**src/rtl/result_monitor_pkg.sv**
```systemverilog
// result_monitor_pkg: FSM state and status encodings plus record sizing.
// RESULT_MONITOR_CYCLES_EN appends a 4-byte cycle stamp to every record.
package result_monitor_pkg;

    typedef enum logic [1:0] {
        IDLE     = 2'd0,
        RUN      = 2'd1,
        REPORT   = 2'd2,
        FINISHED = 2'd3
    } state_t;

    localparam logic [1:0] ST_NONE = 2'b00;
    localparam logic [1:0] ST_DONE = 2'b01;
    localparam logic [1:0] ST_ERR  = 2'b10;

    localparam int unsigned STAMP_W = 32;

`ifdef RESULT_MONITOR_CYCLES_EN
    localparam int unsigned STAMP_BYTES = 4;
`else
    localparam int unsigned STAMP_BYTES = 0;
`endif

    // Bytes in one channel record: header, answer bytes, optional stamp.
    function automatic int unsigned record_bytes(input int unsigned ans_w);
        return 1 + (ans_w + 7) / 8 + STAMP_BYTES;
    endfunction

endpackage

```
**src/rtl/result_monitor_if.sv**
```systemverilog
// result_monitor_if: byte-wide valid/ready stream from the monitor to the host sink.
interface result_monitor_if;
    logic [7:0] TxData;
    logic       TxValid;
    logic       TxReady;

    modport master (output TxData, output TxValid, input TxReady);
    modport slave  (input TxData, input TxValid, output TxReady);
endinterface

```
**src/rtl/result_serializer.sv**
```systemverilog
// result_serializer: turns (record, byte) indices into record bytes and owns the
// one-deep output register with valid/ready hold.
// RESULT_MONITOR_CYCLES_EN adds the stamp input and stamp bytes.
module result_serializer
    import result_monitor_pkg::*;
#(
    parameter int unsigned NUM_CH = 2,
    parameter int unsigned ANS_W  = 64,
    parameter int unsigned CH_W   = 1,
    parameter int unsigned BI_W   = 4
) (
    input  logic                      clk_i,
    input  logic                      rst_ni,
    input  logic                      en_i,
    input  logic [CH_W-1:0]           rec_idx_i,
    input  logic [BI_W-1:0]           byte_idx_i,
    input  logic [2*NUM_CH-1:0]       status_i,
    input  logic [NUM_CH*ANS_W-1:0]   answer_i,
`ifdef RESULT_MONITOR_CYCLES_EN
    input  logic [NUM_CH*STAMP_W-1:0] stamp_i,
`endif
    output logic                      take_o,
    result_monitor_if.master          tx
);

    localparam int unsigned ANS_BYTES = (ANS_W + 7) / 8;

    logic [1:0]             ch_status;
    logic [ANS_W-1:0]       ch_answer;
    logic [ANS_BYTES*8-1:0] ans_pad;
    logic [7:0]             data_d;
    logic [7:0]             data_q;
    logic                   valid_q;
    logic                   slot_free;
`ifdef RESULT_MONITOR_CYCLES_EN
    logic [STAMP_W-1:0]     ch_stamp;
`endif

    // Pick the addressed channel's latched status, answer and stamp.
    always_comb begin
        ch_status = '0;
        ch_answer = '0;
`ifdef RESULT_MONITOR_CYCLES_EN
        ch_stamp  = '0;
`endif
        for (int unsigned c = 0; c < NUM_CH; c++) begin
            if (rec_idx_i == CH_W'(c)) begin
                ch_status = status_i[2*c +: 2];
                ch_answer = answer_i[c*ANS_W +: ANS_W];
`ifdef RESULT_MONITOR_CYCLES_EN
                ch_stamp  = stamp_i[c*STAMP_W +: STAMP_W];
`endif
            end
        end
`ifdef RESULT_MONITOR_CYCLES_EN
        // A channel that never completed carries an all-ones stamp.
        if (ch_status == ST_NONE) begin
            ch_stamp = '1;
        end
`endif
    end

    // Byte mux: header, then answer LSB first (zero padded), then stamp.
    always_comb begin
        ans_pad = '0;
        ans_pad[ANS_W-1:0] = ch_answer;
        data_d = '0;
        if (byte_idx_i == '0) begin
            data_d = {ch_status, 6'(rec_idx_i)};
        end
        for (int unsigned b = 0; b < ANS_BYTES; b++) begin
            if (byte_idx_i == BI_W'(b + 1)) begin
                data_d = ans_pad[8*b +: 8];
            end
        end
`ifdef RESULT_MONITOR_CYCLES_EN
        for (int unsigned b = 0; b < STAMP_BYTES; b++) begin
            if (byte_idx_i == BI_W'(1 + ANS_BYTES + b)) begin
                data_d = ch_stamp[8*b +: 8];
            end
        end
`endif
    end

    assign slot_free = !valid_q || tx.TxReady;
    assign take_o    = en_i && slot_free;

    // Output register: reload only when empty or the current byte is accepted.
    always_ff @(posedge clk_i) begin
        if (!rst_ni) begin
            valid_q <= 1'b0;
            data_q  <= '0;
        end else if (slot_free) begin
            valid_q <= take_o;
            if (take_o) begin
                data_q <= data_d;
            end
        end
    end

    assign tx.TxValid = valid_q;
    assign tx.TxData  = data_q;

endmodule

```
**src/rtl/result_monitor.sv**
```systemverilog
// result_monitor: latches first completion per solver channel, applies a global
// timeout, then streams one record per channel over result_monitor_if.
// RESULT_MONITOR_CYCLES_EN adds a per-channel completion cycle stamp.
module result_monitor
    import result_monitor_pkg::*;
#(
    parameter int unsigned NUM_CH         = 2,
    parameter int unsigned ANS_W          = 64,
    parameter int unsigned TIMEOUT_CYCLES = 1000000,
    parameter int unsigned CNT_W          = 32
) (
    input  logic                    Clk,
    input  logic                    Rst_n,
    input  logic                    Start,
    input  logic [NUM_CH-1:0]       Done,
    input  logic [NUM_CH-1:0]       Error,
    input  logic [NUM_CH*ANS_W-1:0] Answer,
    result_monitor_if.master        tx,
    output logic                    Busy,
    output logic                    Finished,
    output logic                    AnyError,
    output logic                    TimedOut,
    output logic [CNT_W-1:0]        CycleCount
);

    localparam int unsigned REC_BYTES = record_bytes(ANS_W);
    localparam int unsigned BI_W      = (REC_BYTES > 1) ? $clog2(REC_BYTES) : 1;
    localparam int unsigned CH_W      = (NUM_CH > 1) ? $clog2(NUM_CH) : 1;
    localparam bit          TO_EN     = (TIMEOUT_CYCLES != 0);
    localparam logic [CNT_W-1:0] TO_LAST =
        CNT_W'((TIMEOUT_CYCLES == 0) ? 0 : TIMEOUT_CYCLES - 1);

    state_t                  state_q;
    logic [CNT_W-1:0]        cnt_q;
    logic [NUM_CH-1:0]       latched_q;
    logic [2*NUM_CH-1:0]     status_q;
    logic [NUM_CH*ANS_W-1:0] answer_q;
`ifdef RESULT_MONITOR_CYCLES_EN
    logic [NUM_CH*STAMP_W-1:0] stamp_q;
`endif
    logic                    any_err_q;
    logic                    timed_out_q;
    logic                    busy_q;
    logic                    finished_q;
    logic                    loaded_all_q;
    logic [CH_W-1:0]         rec_idx_q;
    logic [BI_W-1:0]         byte_idx_q;

    logic [NUM_CH-1:0]       hit;
    logic                    all_latched;
    logic                    timeout_hit;
    logic                    ser_en;
    logic                    take;

    // Channels completing this cycle, and the two RUN exit conditions.
    always_comb begin
        hit = '0;
        if (state_q == RUN) begin
            hit = ~latched_q & (Done | Error);
        end
        all_latched = &(latched_q | hit);
        timeout_hit = TO_EN && (cnt_q == TO_LAST);
    end

    assign ser_en = (state_q == REPORT) && !loaded_all_q;

    // Control FSM: arming, latching, counting and record/byte sequencing.
    always_ff @(posedge Clk) begin
        if (!Rst_n) begin
            state_q      <= IDLE;
            cnt_q        <= '0;
            latched_q    <= '0;
            status_q     <= '0;
            answer_q     <= '0;
`ifdef RESULT_MONITOR_CYCLES_EN
            stamp_q      <= '0;
`endif
            any_err_q    <= 1'b0;
            timed_out_q  <= 1'b0;
            busy_q       <= 1'b0;
            finished_q   <= 1'b0;
            loaded_all_q <= 1'b0;
            rec_idx_q    <= '0;
            byte_idx_q   <= '0;
        end else begin
            case (state_q)
                IDLE, FINISHED: begin
                    if (Start) begin
                        state_q     <= RUN;
                        busy_q      <= 1'b1;
                        finished_q  <= 1'b0;
                        cnt_q       <= '0;
                        latched_q   <= '0;
                        status_q    <= '0;
                        answer_q    <= '0;
`ifdef RESULT_MONITOR_CYCLES_EN
                        stamp_q     <= '0;
`endif
                        any_err_q   <= 1'b0;
                        timed_out_q <= 1'b0;
                    end
                end
                RUN: begin
                    if (cnt_q != '1) begin
                        cnt_q <= cnt_q + 1'b1;
                    end
                    for (int unsigned c = 0; c < NUM_CH; c++) begin
                        if (hit[c]) begin
                            latched_q[c]                <= 1'b1;
                            status_q[2*c +: 2]          <= Error[c] ? ST_ERR : ST_DONE;
                            answer_q[c*ANS_W +: ANS_W]  <= Answer[c*ANS_W +: ANS_W];
`ifdef RESULT_MONITOR_CYCLES_EN
                            stamp_q[c*STAMP_W +: STAMP_W] <= STAMP_W'(cnt_q);
`endif
                        end
                    end
                    if (|(hit & Error)) begin
                        any_err_q <= 1'b1;
                    end
                    // Completion on the timeout cycle wins: no TimedOut flag.
                    if (all_latched || timeout_hit) begin
                        state_q      <= REPORT;
                        timed_out_q  <= !all_latched;
                        loaded_all_q <= 1'b0;
                        rec_idx_q    <= '0;
                        byte_idx_q   <= '0;
                    end
                end
                REPORT: begin
                    if (take) begin
                        if (byte_idx_q == BI_W'(REC_BYTES - 1)) begin
                            byte_idx_q <= '0;
                            if (rec_idx_q == CH_W'(NUM_CH - 1)) begin
                                loaded_all_q <= 1'b1;
                            end else begin
                                rec_idx_q <= rec_idx_q + 1'b1;
                            end
                        end else begin
                            byte_idx_q <= byte_idx_q + 1'b1;
                        end
                    end
                    // The final byte sits in the output register once all are loaded.
                    if (loaded_all_q && tx.TxValid && tx.TxReady) begin
                        state_q    <= FINISHED;
                        busy_q     <= 1'b0;
                        finished_q <= 1'b1;
                    end
                end
                default: state_q <= IDLE;
            endcase
        end
    end

    result_serializer #(
        .NUM_CH (NUM_CH),
        .ANS_W  (ANS_W),
        .CH_W   (CH_W),
        .BI_W   (BI_W)
    ) u_ser (
        .clk_i      (Clk),
        .rst_ni     (Rst_n),
        .en_i       (ser_en),
        .rec_idx_i  (rec_idx_q),
        .byte_idx_i (byte_idx_q),
        .status_i   (status_q),
        .answer_i   (answer_q),
`ifdef RESULT_MONITOR_CYCLES_EN
        .stamp_i    (stamp_q),
`endif
        .take_o     (take),
        .tx         (tx)
    );

    assign Busy       = busy_q;
    assign Finished   = finished_q;
    assign AnyError   = any_err_q;
    assign TimedOut   = timed_out_q;
    assign CycleCount = cnt_q;

endmodule

```
**src/flat_wrapper.sv**
```systemverilog
// flat-port wrapper written by rule: the top's interface ports become plain ports
module result_monitor_flat import result_monitor_pkg::*;
#(
    parameter int unsigned NUM_CH         = 2,
    parameter int unsigned ANS_W          = 64,
    parameter int unsigned TIMEOUT_CYCLES = 1000000,
    parameter int unsigned CNT_W          = 32
)
  (Clk, Rst_n, Start, Done, Error, Answer, Busy, Finished, AnyError, TimedOut, CycleCount, tx_TxData, tx_TxValid, tx_TxReady);
  result_monitor_if tx_i ();
  input  logic Clk;
  input  logic Rst_n;
  input  logic Start;
  input  logic [NUM_CH-1:0] Done;
  input  logic [NUM_CH-1:0] Error;
  input  logic [NUM_CH*ANS_W-1:0] Answer;
  output logic Busy;
  output logic Finished;
  output logic AnyError;
  output logic TimedOut;
  output logic [CNT_W-1:0] CycleCount;
  output wire logic [$bits(tx_i.TxData)-1:0] tx_TxData;
  output wire logic [$bits(tx_i.TxValid)-1:0] tx_TxValid;
  input wire logic [$bits(tx_i.TxReady)-1:0] tx_TxReady;
  assign tx_TxData = tx_i.TxData;
  assign tx_TxValid = tx_i.TxValid;
  assign tx_i.TxReady = tx_TxReady;
  result_monitor #(.NUM_CH(NUM_CH), .ANS_W(ANS_W), .TIMEOUT_CYCLES(TIMEOUT_CYCLES), .CNT_W(CNT_W)) u_core (.Clk(Clk), .Rst_n(Rst_n), .Start(Start), .Done(Done), .Error(Error), .Answer(Answer), .tx(tx_i), .Busy(Busy), .Finished(Finished), .AnyError(AnyError), .TimedOut(TimedOut), .CycleCount(CycleCount));
endmodule
```
**config.mk**
```make
export PLATFORM = sky130hd
export DESIGN_NAME = result_monitor_flat
export DESIGN_NICKNAME = d
export VERILOG_FILES = /design/src/rtl/result_monitor_pkg.sv /design/src/rtl/result_monitor_if.sv /design/src/rtl/result_serializer.sv /design/src/rtl/result_monitor.sv /design/src/flat_wrapper.sv
export SDC_FILE = /design/constraint.sdc
export NUM_CORES = 1
export LEC_CHECK = 0
export ABC_CLOCK_PERIOD_IN_PS = 3100
export CORE_AREA = 8 8 135 137
export CTS_CLUSTER_SIZE = 10
export DETAILED_ROUTE_END_ITERATION = 10
export DIE_AREA = 0 0 143 145
export GPL_TIMING_DRIVEN = 0
export PLACE_DENSITY = 0.85
export REMOVE_ABC_BUFFERS = 1
export SYNTH_ARGS = -nofsm -noshare
export SYNTH_HDL_FRONTEND = slang
export SYNTH_SLANG_ARGS = --single-unit
```
**constraint.sdc**
```tcl
create_clock -name Clk -period 3.1 [get_ports Clk]
set_clock_uncertainty 0.05 [all_clocks]
set_input_delay 0.775 -clock Clk [delete_from_list [all_inputs] [get_ports Clk]]
set_output_delay 0.775 -clock Clk [all_outputs]
set_load 0.02 [all_outputs]
```
==> summary.md, run 1 <==
| Metric | Value |
|---|---|
| Reg2Reg Launch Point | `u_core.state_q[1]` |
| Share of final-layout standard cells stronger than drive strength 1 | `8.783%` |
| Clock network power share | `between 20% and 30%` |
| Grt ovf | `0` |
| Initial Util | `approximately half` |
| Cells along the critical path | `inv_1 > ha_1 > mux2i_2 > o21ai_4 > nor2_4 > buf_12 > a22o_1` |
| Overall die width | `143 um` |
| Kind of cell with the highest combined delay on the critical path | `compound AO/OA/AOI/OAI gates` |
| Number of max-slew violations in the final report | `0` |
| Data arrival time of the worst path | `roughly 3200 ps` |
| Switching power of the nets | `about 2.3 mW` |
| Number of search-and-repair iterations in the first detailed-routing pass | `4` |
| Register share of total power | `between 40% and 50%` |
| DR vias/cell | `between 5 and 6` |
| Worst min-delay path category | `register to register` |
| Area of the mapped netlist | `about 8000 um2` |
| Data required time at the worst endpoint | `between 3000 and 4000 ps` |
| Average instance area after synthesis | `10.22 um2` |
| R2r setup slk | `around 210 ps` |
| Drt drc | `0` |
| Combinational fraction of design power | `around 29%` |
| Total via count in the routed design | `6,907` |
| Post-placement cell area | `9960 um2` |
| CP max stage cell | `sky130_fd_sc_hd__o21ai_4` |
| Hold depth | `2` |
| Leakage power | `around 3.8 nW` |
| Final WL | `around 24 mm` |
| Standard-cell row count | `47` |
| Fin crit period | `a little under 3000 ps` |
| Total power per unit cell area | `649.5 nW/um2` |
| Unrepaired setup endpoints after global routing | `no` |
| IR drop worst, VDD | `about 0.00051 V` |
| Multi-input logic area | `3930 um2` |
| #FFs+latches synth | `between 150 and 200` |
| Count of nets left with antenna violations after detail routing | `0` |
| Critical path start-end classification | `register to register` |
| Area taken by flip-flops and latches | `~3700 um2` |
| Fraction of the mapped netlist area in compound gates | `between 20% and 30%` |
| First-iteration detailed-routing DRC count | `~470` |
| Place WS | `-630.3 ps` |
| Wire length of the first global-routing pass | `approximately 37 mm` |
| Port Buf Inserts | `180` |
| CP bufs+invs | `2` |
| Post-route fraction of the period consumed by the critical path | `between 90% and 100%` |
| Post-synthesis cell type count | `59` |
| Dominant combinational cell family by area after synthesis | `compound AO/OA/AOI/OAI gates` |
| Final WS setup | `between 200 and 250 ps` |
| Global Route Usage Sum | `between 20 and 25%` |
| Detail Placement HPWL | `16.64 mm` |
| Count of mapped cells out of synthesis | `around 770` |
| Net count reported at finish | `about 1,100` |
| Placeable core region | `around 16,000 um2` |
| CTS sink count | `approximately 190` |
| Top Ports | `~180` |
| Setup tns final | `0 ps` |
| Number of flops mapped to enable cells by yosys | `0` |
| TritonCTS clock tree | `yes` |
| Endpoint type of the worst setup path | `register` |
| Count of max-cap constraint violations | `0` |
| Total of fill cells in the finished design | `around 1,200` |
| Most used flip-flop cell after synthesis | `sky130_fd_sc_hd__dfxtp_1` |
| Routability congestion estimate from global placement | `approximately 0.86` |
| Longest individual stage delay on the worst path | `~700 ps` |
| Highest-count cells in the layout ignoring fill and taps | `sky130_fd_sc_hd__dfxtp_1 (186), sky130_fd_sc_hd__clkdlybuf4s50_1 (179), sky130_fd_sc_hd__a22o_1 (132), sky130_fd_sc_hd__mux2i_1 (50), sky130_fd_sc_hd__nor2_1 (44)` |
| Area delta synth->final | `33.50%` |
| PnR Total Power | `a little under 7 mW` |
| Fin. Hold Viols | `0` |
| Clock slew at the register clock pins of the worst setup and hold paths | `70 ps` |
| Area fraction in and, or, nand and nor cells after synthesis | `between 10 and 15%` |
| Final Cell Area | `between 10,000 and 15,000 um2` |
| Rel. slew slack | `approximately 46%` |
| Largest net degree at the start of global routing | `56` |
| Worst hold margin | `between 400 and 500 ps` |
| TritonCTS Buffers | `17` |
| Total Die Area | `~21,000 um2` |
| Worst hold path endpoint | `u_core.Finished` |
| Worst hold start | `u_core.Finished` |
| Root Driver | `sky130_fd_sc_hd__clkbuf_16` |
| Post-synthesis xor/xnor area fraction | `roughly 3%` |
| Chip height | `roughly 150 um` |
| Fraction of registers with async set or reset after synthesis | `0%` |
| Internal Pwr Total | `4.572 mW` |
| R2R cell count | `7` |
| Number of H-tree branching levels | `4` |
| Pin slew with the least headroom to its limit | `815.8 ps` |
| Number of global-route vias before repair | `6,787` |
| Share of synthesized area spent on multiplexers | `under 10%` |
| Maximum number of buffers from clock root to sink | `2` |
| Result of the run | `completed` |
| Antenna violations before repair | `1` |
| Nature of the critical path startpoint | `register` |
| Synthesis warning total | `0` |
| Fraction of power spent switching nets | `between 30% and 40%` |
| Post-synthesis sequential area ratio | `47.52%` |
| Crit Path Max Fanout | `31` |
| Highest clock frequency the design can meet | `346.5 MHz` |
| Average routed wire per standard cell | `between 20 and 25 um` |
| Reg2Reg Capture Point | `u_core.answer_q[45]` |
| Hold buffer count at CTS | `0` |
| Most common cell after layout, fill and taps aside | `sky130_fd_sc_hd__dfxtp_1` |
| Arithmetic-cell share of the synthesized area counting full adders, half adders and majority gates | `1.112%` |
| Final setup fails | `0` |
| Clk Latency, worst-skew pair | `about 440 ps` |
[state kept, by name (all words and copies together) (netlist names)]
signal,cells
u_core.answer_q,128
u_core.CycleCount,32
u_core.u_ser.tx.TxData,8
u_core.byte_idx_q,4
u_core.status_q,4
u_core.latched_q,2
u_core.state_q,2
u_core.AnyError,1
u_core.Busy,1
u_core.Finished,1
u_core.TimedOut,1
u_core.loaded_all_q,1
u_core.rec_idx_q,1
u_core.u_ser.tx.TxValid,1
[power by group through the flow]
stage | registers [mW] | logic, mW | clock network [mW]
floorplan | 2.92 | 1.05 | 0
global placement | 2.92 | 1.68 | 0
detailed placement | 2.93 | 1.83 | 0
CTS | 2.88 | 1.91 | 2.00
global route | 2.92 | 2.10 | 2.10
finish | 2.89 | 1.96 | 1.98
[cells by family after synthesis]
logic type	Yosys count
simple gates	192
fa+ha+maj	7
buf+inv	65
xor+xnor	27
mux	64
compound gates	229
flops	187
[metrics by stage]
step                instances  utilization, %
floorplan                 715               -
global placement         1115           60.06
detailed placement       1130           61.59
CTS                      1164           64.88
global route             1167           65.03
finish                   1167           65.03
[final cells by class]
| cell class | count | area share, % |
|---|---|---|
| multi-input cells | 522 | 37.37 |
| inverters | 9 | 0.3212 |
| well taps | 220 | 2.617 |
| clock buffers | 23 | 4.355 |
| repair buffers | 195 | 19.05 |
| diodes | 2 | 0.04759 |
| flip-flops and latches | 187 | 35.63 |
| clock inverters | 9 | 0.6068 |
[worst reg2reg max path: stages (launching register included)]
cell and delay (ps):
sky130_fd_sc_hd__dfxtp_1 330, sky130_fd_sc_hd__inv_1 70, sky130_fd_sc_hd__ha_1 560, sky130_fd_sc_hd__mux2i_2 340
sky130_fd_sc_hd__o21ai_4 690, sky130_fd_sc_hd__nor2_4 270, sky130_fd_sc_hd__buf_12 260, sky130_fd_sc_hd__a22o_1 210
[worst max path at each step]
stage | endpoint | slack [ps] | from | cells past startpoint
finish | u_core.answer_q[45] | 210 | u_core.state_q[1] | 7
global route | u_core.answer_q[124] | 30 | u_core.state_q[1] | 7
CTS | u_core.answer_q[42] | 10 | u_core.state_q[1] | 7
detailed placement | u_core.answer_q[42] | -630 | Rst_n | 5
global placement | u_core.answer_q[100] | -5560 | Rst_n | 4
floorplan | u_core.answer_q[0] | -1910 | Start | 4
[cells in the mapped netlist, types with 2 or more instances]
cell | number | area [um2]
sky130_fd_sc_hd__nor3_1 | 15 | 75.07
sky130_fd_sc_hd__nor4b_2 | 2 | 30.03
sky130_fd_sc_hd__mux2i_1 | 51 | 510.5
sky130_fd_sc_hd__nand4_1 | 16 | 100.1
sky130_fd_sc_hd__o21a_1 | 2 | 15.01
sky130_fd_sc_hd__xor2_1 | 26 | 227.7
sky130_fd_sc_hd__nand2_1 | 35 | 131.4
sky130_fd_sc_hd__and4_1 | 4 | 35.03
sky130_fd_sc_hd__a21oi_1 | 12 | 60.06
sky130_fd_sc_hd__nand2b_1 | 5 | 31.28
sky130_fd_sc_hd__or3b_2 | 2 | 17.52
sky130_fd_sc_hd__and3_1 | 7 | 43.79
sky130_fd_sc_hd__nand3b_1 | 4 | 30.03
sky130_fd_sc_hd__ha_1 | 7 | 87.58
sky130_fd_sc_hd__a21o_1 | 3 | 22.52
sky130_fd_sc_hd__a21boi_0 | 4 | 30.03
sky130_fd_sc_hd__nor2_1 | 46 | 172.7
sky130_fd_sc_hd__mux2_2 | 12 | 135.1
sky130_fd_sc_hd__o221ai_1 | 15 | 131.4
sky130_fd_sc_hd__or4_1 | 2 | 15.01
sky130_fd_sc_hd__nand3_1 | 22 | 110.1
sky130_fd_sc_hd__dfxtp_1 | 187 | 3744
sky130_fd_sc_hd__inv_1 | 9 | 33.78
sky130_fd_sc_hd__buf_1 | 2 | 7.510
sky130_fd_sc_hd__or3_1 | 2 | 12.51
sky130_fd_sc_hd__clkbuf_1 | 33 | 123.9
sky130_fd_sc_hd__o221a_2 | 3 | 33.78
sky130_fd_sc_hd__a211o_1 | 7 | 61.31
sky130_fd_sc_hd__a22o_1 | 132 | 1156
sky130_fd_sc_hd__o22ai_1 | 3 | 18.77
sky130_fd_sc_hd__buf_2 | 19 | 95.09
sky130_fd_sc_hd__and2_1 | 5 | 31.28
sky130_fd_sc_hd__a32o_1 | 5 | 50.05
sky130_fd_sc_hd__a31oi_1 | 10 | 62.56
sky130_fd_sc_hd__buf_4 | 2 | 15.01
sky130_fd_sc_hd__o21ai_0 | 23 | 115.1
sky130_fd_sc_hd__nor4_1 | 4 | 25.02
sky130_fd_sc_hd__nor2b_1 | 11 | 68.82
sky130_fd_sc_hd__a221oi_1 | 2 | 17.52
[timing repair]
action,4_1_cts,5_1_grt
pin swaps,2,1
setup endpoints to repair,66,100
setup buffers,0,0
resized for setup,1,5
gates cloned,2,1
[metal layers]
metal	part of all wire, %	vias up	wire length [um]	GRT usage, %
li1	-	3246	-	-
met1	43	3318	10360	27.95
met2	46	301	11100	35.53
met3	8.8	42	2122	7.349
met4	2.6	0	636	7.974
met5	0	-	0	0
No activity file was read; power rests on OpenSTA's default activity.
==> run 2: changes to the inputs <==
- DONT_BUFFER_PORTS: unset -> 1
- PLACE_DENSITY: 0.85 -> 0.72
==> summary.md, run 2 (synthesis results as in run 1) <==
| Metric | Value |
|---|---|
| Buffers inserted during post-CTS setup optimization | `0 (unchanged)` |
| Area delta synth->final | `11.98% (was 33.50%)` |
| Data required time at the worst endpoint | `3420 ps (was 3360 ps)` |
| Final Cell Area | `8821 um2 (was 10,520 um2)` |
| Top Ports | `181 (unchanged)` |
| Antenna violations before repair | `2 (was 1)` |
| Average routed wire per standard cell | `22.77 um (was 20.75 um)` |
| Rel. slew slack | `29.79% (was 45.55%)` |
| Port Buf Inserts | `0 (was 180)` |
| Number of gates given a new drive strength after cts | `0 (was 1)` |
| Initial Util | `48.71% (unchanged)` |
| Worst min-delay path category | `register to register (unchanged)` |
| TritonCTS Buffers | `17 (unchanged)` |
| Highest clock frequency the design can meet | `349.3 MHz (was 346.5 MHz)` |
| Result of the run | `completed (unchanged)` |
| Critical path start-end classification | `register to register (unchanged)` |
| Grt ovf | `0 (unchanged)` |
| Largest net degree at the start of global routing | `53 (was 56)` |
| Maximum number of buffers from clock root to sink | `2 (unchanged)` |
| Unrepaired setup endpoints after global routing | `no (unchanged)` |
| Number of search-and-repair iterations in the first detailed-routing pass | `5 (was 4)` |
| Number of max-slew violations in the final report | `0 (unchanged)` |
| Crit Path Max Fanout | `16 (was 31)` |
| Post-route fraction of the period consumed by the critical path | `92.36% (was 93.10%)` |
| Fin crit period | `2863 ps (was 2886 ps)` |
| Wire length of the first global-routing pass | `33.69 mm (was 36.96 mm)` |
| Standard-cell row count | `47 (unchanged)` |
| Net count reported at finish | `893 (was 1,075)` |
| Hold depth | `1 (was 2)` |
| Data arrival time of the worst path | `3180 ps (was 3150 ps)` |
| Clk Latency, worst-skew pair | `420 ps (was 440 ps)` |
| Cells along the critical path | `inv_1 > ha_1 > mux2i_1 > o21ai_2 > nor2_2 > a22o_1 (was inv_1 > ha_1 > mux2i_2 > o21ai_4 > nor2_4 > buf_12 > a22o_1)` |
| Total via count in the routed design | `6,232 (was 6,907)` |
| Pin slew with the least headroom to its limit | `1047 ps (was 815.8 ps)` |
| Post-layout utilization of the core | `54.55% (was 65.03%)` |
| Worst hold path endpoint | `u_core.answer_q[127] (was u_core.Finished)` |
| Register with the most flip-flops | `u_core.answer_q (unchanged)` |
| Final WL | `22.43 mm (was 24.21 mm)` |
| Routability congestion estimate from global placement | `0.8373 (was 0.8634)` |
| Most common cell after layout, fill and taps aside | `sky130_fd_sc_hd__dfxtp_1 (unchanged)` |
| Count of max-cap constraint violations | `0 (unchanged)` |
| CTS sink count | `187 (unchanged)` |
| Root Driver | `sky130_fd_sc_hd__clkbuf_16 (unchanged)` |
| Share of final-layout standard cells stronger than drive strength 1 | `10.88% (was 8.783%)` |
| Endpoint type of the worst setup path | `register (unchanged)` |
| Clock slew at the register clock pins of the worst setup and hold paths | `70 ps (about the same)` |
| CP max stage cell | `sky130_fd_sc_hd__nor2_2 (was sky130_fd_sc_hd__o21ai_4)` |
| Reg2Reg Capture Point | `u_core.answer_q[73] (was u_core.answer_q[45])` |
| Reg2Reg Launch Point | `u_core.state_q[0] (was u_core.state_q[1])` |
| Detail Placement HPWL | `16.12 mm (was 16.64 mm)` |
| TritonCTS clock tree | `yes (unchanged)` |
| Total power per unit cell area | `787.0 nW/um2 (was 649.5 nW/um2)` |
| Highest-count cells in the layout ignoring fill and taps | `sky130_fd_sc_hd__dfxtp_1 (186), sky130_fd_sc_hd__a22o_1 (132), sky130_fd_sc_hd__mux2i_1 (51), sky130_fd_sc_hd__nor2_1 (44), sky130_fd_sc_hd__nand2_1 (35) (was sky130_fd_sc_hd__dfxtp_1 (186), sky130_fd_sc_hd__clkdlybuf4s50_1 (179), sky130_fd_sc_hd__a22o_1 (132), sky130_fd_sc_hd__mux2i_1 (50), sky130_fd_sc_hd__nor2_1 (44))` |
| Worst hold start | `u_core.answer_q[127] (was u_core.Finished)` |
| Post-placement cell area | `8150 um2 (was 9960 um2)` |
| Overall die width | `143 um (unchanged)` |
| Count of nets left with antenna violations after detail routing | `0 (unchanged)` |
| Longest individual stage delay on the worst path | `850 ps (was 690 ps)` |
| Number of global-route vias before repair | `6,291 (was 6,787)` |
| Leakage power | `3.156 nW (was 3.767 nW)` |
| DR vias/cell | `6.327 (was 5.919)` |
| Worst hold margin | `421.8 ps (was 414.3 ps)` |
| Fin. Hold Viols | `0 (unchanged)` |
| IR drop worst, VDD | `0.0004756 V (was 0.0005109 V)` |
| Global Route Usage Sum | `20.44% (was 22.48%)` |
| Total Die Area | `20,740 um2 (unchanged)` |
| R2R cell count | `6 (was 7)` |
| Final setup fails | `0 (unchanged)` |
| Chip height | `145 um (unchanged)` |
| R2r setup slk | `240 ps (was 210 ps)` |
| Nature of the critical path startpoint | `register (unchanged)` |
| Placeable core region | `16,170 um2 (unchanged)` |
| Max reg flops | `128 (unchanged)` |
| First-iteration detailed-routing DRC count | `372 (was 465)` |
| Number of H-tree branching levels | `4 (unchanged)` |
| Drt drc | `0 (unchanged)` |
## run 2: changes by cell type in the layout (fill, tap and decap cells not counted), moves of 3 or more
cell                              previous run  this run
sky130_fd_sc_hd__clkbuf_1                    5         0
sky130_fd_sc_hd__bufinv_16                   0         4
sky130_fd_sc_hd__clkdlybuf4s50_1           179         0
sky130_fd_sc_hd__buf_8                       1         4
sky130_fd_sc_hd__buf_6                      11         7
sky130_fd_sc_hd__clkinvlp_4                  3         0
## run 2: final cells by class
type,instances,area [um2]
flip-flops and latches,187,3747
fillers,1378,7351
clock buffers,19,452.9
diodes,2,5.005
inverters,9,33.78
multi-input cells,521,3900
repair buffers,14,206.4
clock inverters,13,200.2
well taps,220,275.3
## run 2: worst max-delay path by stage
stage / from / cells after the start / to
2_1_floorplan: Start / 4 / u_core.answer_q[0]
3_3_place_gp: Start / 4 / u_core.answer_q[20]
3_5_place_dp: u_core.state_q[0] / 7 / u_core.answer_q[26]
4_1_cts: u_core.state_q[0] / 7 / u_core.answer_q[2]
5_1_grt: u_core.state_q[0] / 7 / u_core.answer_q[32]
6_report: u_core.state_q[0] / 6 / u_core.answer_q[73]
## run 2: critical path: cells and delay by family, from the launching register on
family	cells	cell delay, ps
simple gates	1	850
compound gates	2	600
mux	1	490
fa+ha+maj	1	390
flops	1	360
buf+inv	1	60
## run 2: per-layer routing
metal  track usage (%)  vias up  routed length (um)
li1                  -     2877                   -
met1             23.58     3029                8958
met2             32.38      286               10470
met3             8.465       38                2410
met4             9.091        2                 571
met5                 0        -                  13
## run 2: report_power, final
part,switching [mW],internal (mW)
Sequential,0.224,2.71
Combinational,1.03,0.610
Clock,0.954,1.42
Total,2.21,4.74
## run 2: metrics by stage
stage	total power, mW	std cells	worst slack, ps	setup TNS, ps
6_report	6.942	985	236.9	0
5_1_grt	7.239	984	75.13	0
4_1_cts	6.908	981	84.57	0
3_5_place_dp	4.528	949	104.5	0
3_3_place_gp	4.331	935	-4426	-595410
2_1_floorplan	3.966	715	-1914	-254360
## run 2: what timing repair did
item                                    in CTS  in global routing
hold buffers                                 0                  0
endpoints found under the setup margin       0                 66
hold endpoints to repair                     0                  0
